[config.mk]
export PLATFORM = sky130hd
export DESIGN_NAME = rgmii_rx_clkgen
export DESIGN_NICKNAME = d
export VERILOG_FILES = /design/src/rtl/rgmii_pkg.sv /design/src/rtl/rgmii_bit_sync.sv /design/src/rtl/rgmii_rx_clkgen.sv
export SDC_FILE = /design/constraint.sdc
export NUM_CORES = 1
export LEC_CHECK = 0
export CAP_MARGIN = 20
export CORE_AREA = 2 2 39 41
export DETAILED_ROUTE_END_ITERATION = 12
export DIE_AREA = 0 0 41 43
export SYNTH_ARGS = -nofsm -noshare
export SYNTH_HDL_FRONTEND = slang
export SYNTH_HIERARCHICAL = 1
export SYNTH_SLANG_ARGS = --single-unit
[constraint.sdc]
create_clock -name rgmii_rxclk -period 1.35 [get_ports rgmii_rxclk]
set_input_delay 0.27 -clock rgmii_rxclk [delete_from_list [all_inputs] [get_ports rgmii_rxclk]]
set_output_delay 0.27 -clock rgmii_rxclk [all_outputs]
set_load 0.02 [all_outputs]
[src/rtl/rgmii_pkg.sv]
// Shared constants for the RGMII receive clock-enable generator.
package rgmii_pkg;

  localparam logic SPEED_1000   = 1'b1;
  localparam logic SPEED_10_100 = 1'b0;

  localparam int unsigned DEF_RST_SYNC_LEN = 4;
  localparam int unsigned DEF_SYNC_STAGES  = 2;

endpackage

[src/rtl/rgmii_bit_sync.sv]
// N-flop single-bit synchronizer with asynchronous active-low reset to RST_VAL.
module rgmii_bit_sync #(
  parameter int unsigned STAGES  = 2,
  parameter logic        RST_VAL = 1'b0
) (
  input  logic clk,
  input  logic rst_n,
  input  logic d,
  output logic q
);

  logic [STAGES-1:0] sync_q;

  always_ff @(posedge clk or negedge rst_n) begin
    if (!rst_n) begin
      sync_q <= {STAGES{RST_VAL}};
    end else begin
      sync_q <= {sync_q[STAGES-2:0], d};
    end
  end

  assign q = sync_q[STAGES-1];

endmodule

[src/rtl/rgmii_rx_clkgen.sv]
// RGMII receive clock-enable generator: divide-by-2 phase, glitch-free speed-selected
// enable and synchronously released datapath reset. Optional debug counters: RGMII_RX_CLKGEN_DBG_EN.
module rgmii_rx_clkgen
  import rgmii_pkg::*;
#(
  parameter int unsigned RST_SYNC_LEN = DEF_RST_SYNC_LEN,
  parameter int unsigned SYNC_STAGES  = DEF_SYNC_STAGES
) (
  input  logic       rgmii_rxclk,
  input  logic       reset_n,
  input  logic       speed,
  output logic       clk_div,
  output logic       div_ce,
  output logic       rxclk_ce,
  output logic       speed_sel,
  output logic       switch_pulse,
  output logic       rst_in
`ifdef RGMII_RX_CLKGEN_DBG_EN
  ,
  output logic [7:0] dbg_switch_cnt,
  output logic [3:0] dbg_rst_cnt
`endif
);

  logic                    speed_s;
  logic [RST_SYNC_LEN-1:0] rst_sr;

  rgmii_bit_sync #(
    .STAGES  (SYNC_STAGES),
    .RST_VAL (SPEED_1000)
  ) u_speed_sync (
    .clk   (rgmii_rxclk),
    .rst_n (reset_n),
    .d     (speed),
    .q     (speed_s)
  );

  // Speed only changes on the 1->0 edge of clk_div so no divided period is cut short.
  always_ff @(posedge rgmii_rxclk or negedge reset_n) begin
    if (!reset_n) begin
      clk_div      <= 1'b0;
      rst_sr       <= '0;
      speed_sel    <= SPEED_1000;
      switch_pulse <= 1'b0;
    end else begin
      clk_div      <= ~clk_div;
      switch_pulse <= 1'b0;
      if (!clk_div) begin
        rst_sr <= {rst_sr[RST_SYNC_LEN-2:0], 1'b1};
      end
      if (clk_div) begin
        speed_sel    <= speed_s;
        switch_pulse <= (speed_s != speed_sel);
      end
    end
  end

  assign div_ce   = clk_div;
  assign rst_in   = ~rst_sr[RST_SYNC_LEN-1];
  assign rxclk_ce = ~rst_in & (speed_sel | div_ce);

`ifdef RGMII_RX_CLKGEN_DBG_EN
  // Switch counter wraps; reset-cycle counter saturates.
  always_ff @(posedge rgmii_rxclk or negedge reset_n) begin
    if (!reset_n) begin
      dbg_switch_cnt <= 8'd0;
      dbg_rst_cnt    <= 4'd0;
    end else begin
      if (switch_pulse) begin
        dbg_switch_cnt <= dbg_switch_cnt + 8'd1;
      end
      if (rst_in && (dbg_rst_cnt != 4'hF)) begin
        dbg_rst_cnt <= dbg_rst_cnt + 4'd1;
      end
    end
  end
`endif

endmodule

==> results.toml, run 1 <==
[critical_path]
cp-start-kind = "register"
worstPathCellList = "nor2_2 -> nor2_1 -> buf_4"
worstPathMaxFanout = 3
cp.required_ns = 1.08
cp_data_arrival_time_ns = 1.05
critPathKind = "reg2out"
slowest_delay_ns = 0.55
cp_top_family = "flip-flops"
critPathBufInv = 1
worst_path_max_delay_cell = "dfstp_2"
worstSetupEndpointType = "output pin"

[power]
power_frac_comb_pct = 4.5
power.internal_uw = 404
p_seq_share_pct = 56.1
finalPower_uw = 501
swShare_pct = 19.4
power.switching_uw = 97.0
power.share.clock_pct = 39.3
leakage_nw = 0.212
ir_drop_mv = 0.437
cellPowerDensity_nw_per_um2 = 1100

[floorplan]
ioPinCount = 9
die_x_um = 41
chipHeight_um = 43
rows = 14
core-area_um2 = 1380
start_util_pct = 24.7
die-area_um2 = 1760

[synthesis]
ys_ff_latch = 9
synth_xor_area_share_pct = 2.56
synth_area_um2 = 342
synth-seq-area-share_pct = 67.0
synth-simple-area-share_pct = 5.13
synth-adder-area-share_pct = 0
avgSynthCellArea_um2 = 15.5
muxShareOfSynthArea_pct = 17.6
synthesis.nets = 25
yosysWarnings = 6
ys_types = 9
synth_top_family_by_area = "multiplexers"
synth_compound_area_share_pct = 0
netlist_instances = 22

[sta]
period_needed_ns = 1.32
finalMaxSlewViolations = 0
skew_ns = 0.000725
setup_violations = 0
worst_pin_slew_ns = 0.394
grt_setup_unrepaired = "true"
slew_headroom_pct = 73.6
finalCritPeriodShare_pct = 97.8
holdWs_ns = 0.310
hold_viol = 0
fmax_ghz = 0.757

[detailed_routing]
route.met2.wl_um = 226
routed.top_layer = "met3"
routed-wl-met3_um = 38
drt_wl_total_um = 481
met1_length_um = 216
dr.pass1.iters = 2
viasPerCell = 3.82
ant_nets = 0
drc = 0
wl_per_cell_um = 9.62
drt_iter0_markers = 4
vias = 191

[place]
dpl.hpwl_um = 367
portBuffers = 8
post_dp_cell_area_um2 = 438
gp_congestion = 0.573

[flow_run]
maxCapViolations = 0

[global_route]
grt_pass1_vias = 189
grtUsageTotal_pct = 7.31
grt_pass1_wl_um = 786
grt_max_degree = 10
antenna_found_initial = 0
grt_remaining_overflow = 0

[final_layout]
utilization_pct = 32.9
syn2layout_area_growth_pct = 33.3
fin_area_um2 = 455
drive_above_1_share_pct = 44.1
fillers = 144
nets = 38
antennaDiodeCount = 0

[clocking]
clock-sinks = 9
cts.clk_slew.worst_paths_ns = 0.06
ctsHoldBuffers = 0
cts_buffers = 3
clk_latency_ns = 0.25
cts_max_level = 1
cts_tree = "built"
cts_max_path_buffers = 2
cts-root-buf = "clkbuf_4"
postCtsSetupRepairBufs = 0

[outcome]
status = "completed"

[worst_hold_path]
hold_class = "in2async"
Yosys cell counts:
master	number	area share (%)
buf_6	1	3.3
xnor2_1	1	2.6
buf_4	1	2.2
mux2_4	4	18
dfrtp_1	6	44
nand2b_1	1	1.8
inv_1	2	2.2
nor2_1	3	3.3
dfstp_2	3	23
cells by family after synthesis:
logic type                Yosys count
and+or+nand+nor                     4
muxes                               4
buffers and inverters               4
xor gates and xnor gates            1
DFF                                 9
cell usage in the layout, fill, tap and decap left out:
master	count
xnor2_1	1
nor2_2	1
mux2_4	4
buf_2	1
dfrtp_1	6
clkdlybuf4s50_1	2
nor2_1	2
clkbuf_1	1
dlygate4sd2_1	3
dfstp_2	3
inv_1	2
buf_4	3
nand2b_1	1
clkbuf_4	3
clkdlybuf4s15_1	1
flip-flops by register name, indices dropped and copies added, names as in the netlist:
register,count
switch_pulse,1
clk_div,1
speed_sel,1
rst_sr,4
u_speed_sync/sync_q,2
path summary, 6_finish.rpt:
check	from	endpoint	slack (ns)	cells past startpoint
worst max-delay path	speed_sel$_DFFE_PN1P_	rxclk_ce	0.03	3
worst min register to register	u_speed_sync/sync_q[0]$_DFF_PN1_	u_speed_sync/sync_q[1]$_DFF_PN1_	0.36	0
worst min-delay path	reset_n	rst_sr[2]$_DFFE_PN0N_	0.31	1
max in group asynchronous	reset_n	u_speed_sync/sync_q[0]$_DFF_PN1_	0.72	1
min in group rgmii_rxclk	u_speed_sync/sync_q[0]$_DFF_PN1_	u_speed_sync/sync_q[1]$_DFF_PN1_	0.36	0
worst max register to register	clk_div$_DFF_PN0_	rst_sr[2]$_DFFE_PN0N_	0.36	2
area by class of cell:
| class | count | area (um^2) | area share (%) |
|---|---|---|---|
| flip-flops and latches | 9 | 229 | 50.3 |
| multi-input cells | 9 | 88.8 | 19.5 |
| repair buffers | 10 | 83.8 | 18.4 |
| clock buffers | 4 | 26.3 | 5.77 |
| well taps | 16 | 20.0 | 4.40 |
| inverters | 2 | 7.51 | 1.65 |
through the flow:
| step | setup WS [ns] | cells | setup TNS, ns |
|---|---|---|---|
| detailed placement | -0.163 | 46 | -0.201 |
| finish | 0.0293 | 50 | 0 |
| global placement | -0.154 | 46 | -0.190 |
| CTS | 0.000512 | 50 | 0 |
| global route | -0.0204 | 50 | -0.0204 |
| floorplan | 0.121 | 22 | 0 |
repair_timing:
| item | in CTS | in global routing |
|---|---|---|
| gates cloned | 0 | 0 |
| setup endpoints to repair | 6 | 3 |
| resized for setup | 11 | 4 |
routing by layer:
layer | track usage [%] | vias up
li1 | - | 91
met1 | 8.00 | 91
met2 | 9.38 | 9
met3 | 3.14 | 0
met4 | 8.00 | 0
met5 | 0 | -
power groups by stage:
stage,clock [mW],combinational (mW),sequential [mW]
2_1_floorplan,0,0.00576,0.288
3_3_place_gp,0,0.0242,0.285
3_5_place_dp,0,0.0251,0.286
4_1_cts,0.209,0.0247,0.281
5_1_grt,0.229,0.0258,0.281
6_report,0.197,0.0228,0.281
Power figures use the tool's default switching activity.
==> run 2: changes to the inputs <==
==> constraint.sdc (replaced) <==
create_clock -name rgmii_rxclk -period 1.45 [get_ports rgmii_rxclk]
set_input_delay 0.29 -clock rgmii_rxclk [delete_from_list [all_inputs] [get_ports rgmii_rxclk]]
set_output_delay 0.29 -clock rgmii_rxclk [all_outputs]
set_load 0.02 [all_outputs]
==> run 2 against run 1 <==
Effect of this change: power fell by 6.6%; core utilization down 0.18 points; first-iteration DRC count down 100%; critical endpoint is now speed_sel; highest routed layer unchanged.
==> results.toml, run 2 (synthesized netlist as in run 1, its figures left out) <==
[global_route]
grtUsageTotal_pct = 7.61
grt_max_degree = 10
grt_pass1_vias = 192
grt_remaining_overflow = 0
antenna_found_initial = 0
grt_pass1_wl_um = 800

[final_layout]
antennaDiodeCount = 0
drive_above_1_share_pct = 38.2
nets = 38
largest_reg_flops = 4
syn2layout_area_growth_pct = 32.6
regMostFlops = "rst_sr"
final_common_cell = "dfrtp_1"
utilization_pct = 32.7
fillers = 145
fin_area_um2 = 453
top_regs = "rst_sr (4), u_speed_sync/sync_q (2)"
final_cell_mix = "dfrtp_1 (6), dlygate4sd2_1 (5), mux2_4 (4)"

[sta]
hold_viol = 0
finalMaxSlewViolations = 0
period_needed_ns = 1.41
grt_setup_unrepaired = "false"
fmax_ghz = 0.711
finalCritPeriodShare_pct = 97.1
skew_ns = 0.00235
setup_violations = 0
slew_headroom_pct = 73.8
worst_pin_slew_ns = 0.392

[floorplan]
die_x_um = 41
ioPinCount = 9
core-area_um2 = 1380
rows = 14
die-area_um2 = 1760
start_util_pct = 24.7
chipHeight_um = 43

[detailed_routing]
drt_iter0_markers = 0
drc = 0
viasPerCell = 3.84
dr.pass1.iters = 1
drt_wl_total_um = 513
wl_per_cell_um = 10.3
vias = 192
ant_nets = 0

[outcome]
status = "completed"

[critical_path]
worst_path_max_delay_cell = "dfstp_2"
cp_top_family = "flip-flops"
r2r_slack_ns = 0.46
critPathBufInv = 1
cp-start-kind = "register"
cp_data_arrival_time_ns = 1.12
critPathKind = "reg2out"
slowest_delay_ns = 0.53
worstPathCellList = "dlygate4sd2_1"
worstSetupEndpointType = "output pin"
worstPathMaxFanout = 3
cp.required_ns = 1.16

[power]
finalPower_uw = 468
leakage_nw = 0.216
cellPowerDensity_nw_per_um2 = 1030
ir_drop_mv = 0.391

[clocking]
cts-root-buf = "clkbuf_4"
cts_max_path_buffers = 2
cts_tree = "built"
clock-sinks = 9
cts.clk_slew.worst_paths_ns = 0.06
cts_buffers = 3
clk_latency_ns = 0.25
cts_max_level = 1

[place]
post_dp_cell_area_um2 = 438
gp_congestion = 0.573
portBuffers = 8

[worst_hold_path]
hold_class = "in2async"

[flow_run]
maxCapViolations = 0
==> run 2: cell types whose count changed in the layout (fill, tap and decap cells not counted), sizes merged <==
| cell | delta |
|---|---|
| dlygate4sd2 | +2 |
| buf | -1 |
| clkdlybuf4s15 | -1 |
==> run 2: path summary, 6_finish.rpt <==
check / startpoint / to / cells after the start
worst max-delay path: speed_sel$_DFFE_PN1P_ / speed_sel / 1
worst min-delay path: reset_n / switch_pulse$_DFF_PN0_ / 1
worst max register to register: clk_div$_DFF_PN0_ / rst_sr[2]$_DFFE_PN0N_ / 2
worst min register to register: u_speed_sync/sync_q[0]$_DFF_PN1_ / u_speed_sync/sync_q[1]$_DFF_PN1_ / 0
max in group asynchronous: reset_n / u_speed_sync/sync_q[0]$_DFF_PN1_ / 1
min in group rgmii_rxclk: u_speed_sync/sync_q[0]$_DFF_PN1_ / u_speed_sync/sync_q[1]$_DFF_PN1_ / 0
==> run 2: metrics by stage <==
| stage | TNS, ns | std cells | setup slack [ns] | hold WS [ns] |
|---|---|---|---|---|
| after floorplan | 0 | 22 | 0.201 | -0.00559 |
| after global placement | -0.0742 | 46 | -0.0742 | 0.347 |
| after detailed placement | -0.102 | 46 | -0.102 | 0.349 |
| after CTS | 0 | 50 | 0.0272 | 0.336 |
| after global routing | 0 | 50 | 0.00387 | 0.350 |
| final | 0 | 50 | 0.0426 | 0.326 |
==> run 2: layout make-up <==
class,count,area (um^2),area share [%]
clock buffer,4,26.3,5.80
tap,16,20.0,4.42
timing repair buffer,10,83.8,18.5
inverter,2,7.51,1.66
multi-input combinational,9,86.3,19.1
sequential,9,229,50.6
==> run 2: what timing repair did <==
item,CTS,global route
setup endpoints to repair,6,0
hold buffers,0,0
buffers inserted,0,0
resized for setup,9,0
==> run 2: where the power goes <==
part	internal, mW	switching [mW]
Clock	0.106	0.0794
Combinational	0.0118	0.00995
Sequential	0.259	0.00221
Total	0.377	0.0915
==> run 2: metal layers <==
| layer | GRT usage, % | part of all wire (%) | routed length [um] |
|---|---|---|---|
| met1 | 8.33 | 41 | 212 |
| met2 | 10.0 | 48 | 247 |
| met3 | 3.14 | 10 | 53 |
| met4 | 8.00 | 0 | 0 |
| met5 | 0 | 0 | 0 |
==> run 3: changes to the inputs <==
--- a/config.mk
+++ b/config.mk
@@ -9,6 +9,7 @@
 export CORE_AREA = 2 2 39 41
 export DETAILED_ROUTE_END_ITERATION = 12
 export DIE_AREA = 0 0 41 43
+export SKIP_CTS_REPAIR_TIMING = 1
 export SYNTH_ARGS = -nofsm -noshare
 export SYNTH_HDL_FRONTEND = slang
 export SYNTH_HIERARCHICAL = 1
==> run 3 against run 2 <==
Effect of this change: highest routed layer unchanged; core utilization rose by 1.4 points; largest cell class unchanged; sequential share of layout area fell by 2.0 points; first-iteration DRC count did not move; clock skew did not move; sequential power barely moved; power rose by 0.16%.
==> results.toml, run 3 (synthesized netlist as in run 1, its figures left out) <==
[outcome]
status = "completed"

[floorplan]
start_util_pct = 24.7
die_x_um = 41
ioPinCount = 9
rows = 14
core-area_um2 = 1380
chipHeight_um = 43
die-area_um2 = 1760

[critical_path]
worstPathCellList = "nor2_1 -> nor2_1 -> clkbuf_2"
cp-start-kind = "register"
cp_data_arrival_time_ns = 1.09
cp_top_family = "flip-flops"
critPathBufInv = 1
cp.required_ns = 1.16
slowest_delay_ns = 0.53
worstSetupEndpointType = "output pin"
critPathKind = "reg2out"
worstPathMaxFanout = 3
r2r_slack_ns = 0.46
worst_path_max_delay_cell = "dfstp_2"
crit_top_cell = "nor2_1"

[global_route]
antenna_found_initial = 0
grtUsageTotal_pct = 7.61
grt_pass1_vias = 192
grt_pass1_wl_um = 800
grt_max_degree = 10
grt_remaining_overflow = 0

[final_layout]
final_common_cell = "dfrtp_1"
top_regs = "rst_sr (4), u_speed_sync/sync_q (2)"
nets = 38
syn2layout_area_growth_pct = 38.1
fin_area_um2 = 472
utilization_pct = 34.1
multi_input_area_um2 = 86.3
final_cell_mix = "dfrtp_1 (6), dlymetal6s2s_1 (5), mux2_4 (4)"
largest_reg_flops = 4
regMostFlops = "rst_sr"
fillers = 134
regArea_um2 = 229
antennaDiodeCount = 0
drive_above_1_share_pct = 38.2

[sta]
grt_setup_unrepaired = "false"
finalMaxSlewViolations = 0
holdWs_ns = 0.326
finalCritPeriodShare_pct = 95.2
skew_ns = 0.00235
finalWorstSetupSlack_ns = 0.0690
setup_tns_ns = 0
period_needed_ns = 1.38
setup_violations = 0
fmax_ghz = 0.724
worst_pin_slew_ns = 0.391
slew_headroom_pct = 73.8
hold_viol = 0

[detailed_routing]
vias = 191
drt_iter0_markers = 0
drc = 0
ant_nets = 0
dr.pass1.iters = 1
viasPerCell = 3.82
wl_per_cell_um = 10.6
drt_wl_total_um = 528

[place]
portBuffers = 8
gp_congestion = 0.573
dp_slack_ns = -0.102
post_dp_cell_area_um2 = 438

[power]
leakage_nw = 0.256
cellPowerDensity_nw_per_um2 = 994
ir_drop_mv = 0.391

[clocking]
clock-sinks = 9
clk_latency_ns = 0.25
cts_buffers = 3
cts.clk_slew.worst_paths_ns = 0.06
cts_max_path_buffers = 2
cts_max_level = 1
cts_tree = "built"
cts-root-buf = "clkbuf_4"

[worst_hold_path]
hold_class = "in2async"

[flow_run]
maxCapViolations = 0
-- run 3: stage by stage --
step / std cells / total power, mW
after floorplan: 22 / 0.273
after global placement: 46 / 0.288
after detailed placement: 46 / 0.289
after CTS: 50 / 0.480
after global routing: 50 / 0.511
final: 50 / 0.469
-- run 3: worst paths after layout --
path,startpoint,end,depth (start not counted)
min reg2reg,u_speed_sync/sync_q[0]$_DFF_PN1_,u_speed_sync/sync_q[1]$_DFF_PN1_,0
max in group asynchronous,reset_n,u_speed_sync/sync_q[0]$_DFF_PN1_,1
max,speed_sel$_DFFE_PN1P_,rxclk_ce,3
max reg2reg,clk_div$_DFF_PN0_,rst_sr[2]$_DFFE_PN0N_,2
min,reset_n,switch_pulse$_DFF_PN0_,1
min in group rgmii_rxclk,u_speed_sync/sync_q[0]$_DFF_PN1_,u_speed_sync/sync_q[1]$_DFF_PN1_,0
-- run 3: worst register-to-register path, cell delays in order, from the launching register on --
cell,delay (ns)
dfrtp_1,0.40
buf_4,0.18
mux2_4,0.30
-- run 3: routing by layer --
metal	vias up	global-route usage [%]	part of all wire, %	wire [um]
met1	91	8.33	41	215
met3	0	3.14	11	58
met5	-	0	0	0
met4	0	8.00	0	0
li1	91	-	-	-
met2	9	10.0	48	254
-- run 3: layout make-up --
type	count	share of cell area (%)
Tap cell	16	4.24
Timing Repair Buffer	10	21.8
Multi-Input combinational cell	9	18.3
Sequential cell	9	48.5
Inverter	2	1.59
Clock buffer	4	5.57
-- run 3: report_power, final --
group	internal [mW]	switching (mW)
clock	0.106	0.0794
combinational	0.0126	0.00996
sequential	0.259	0.00222
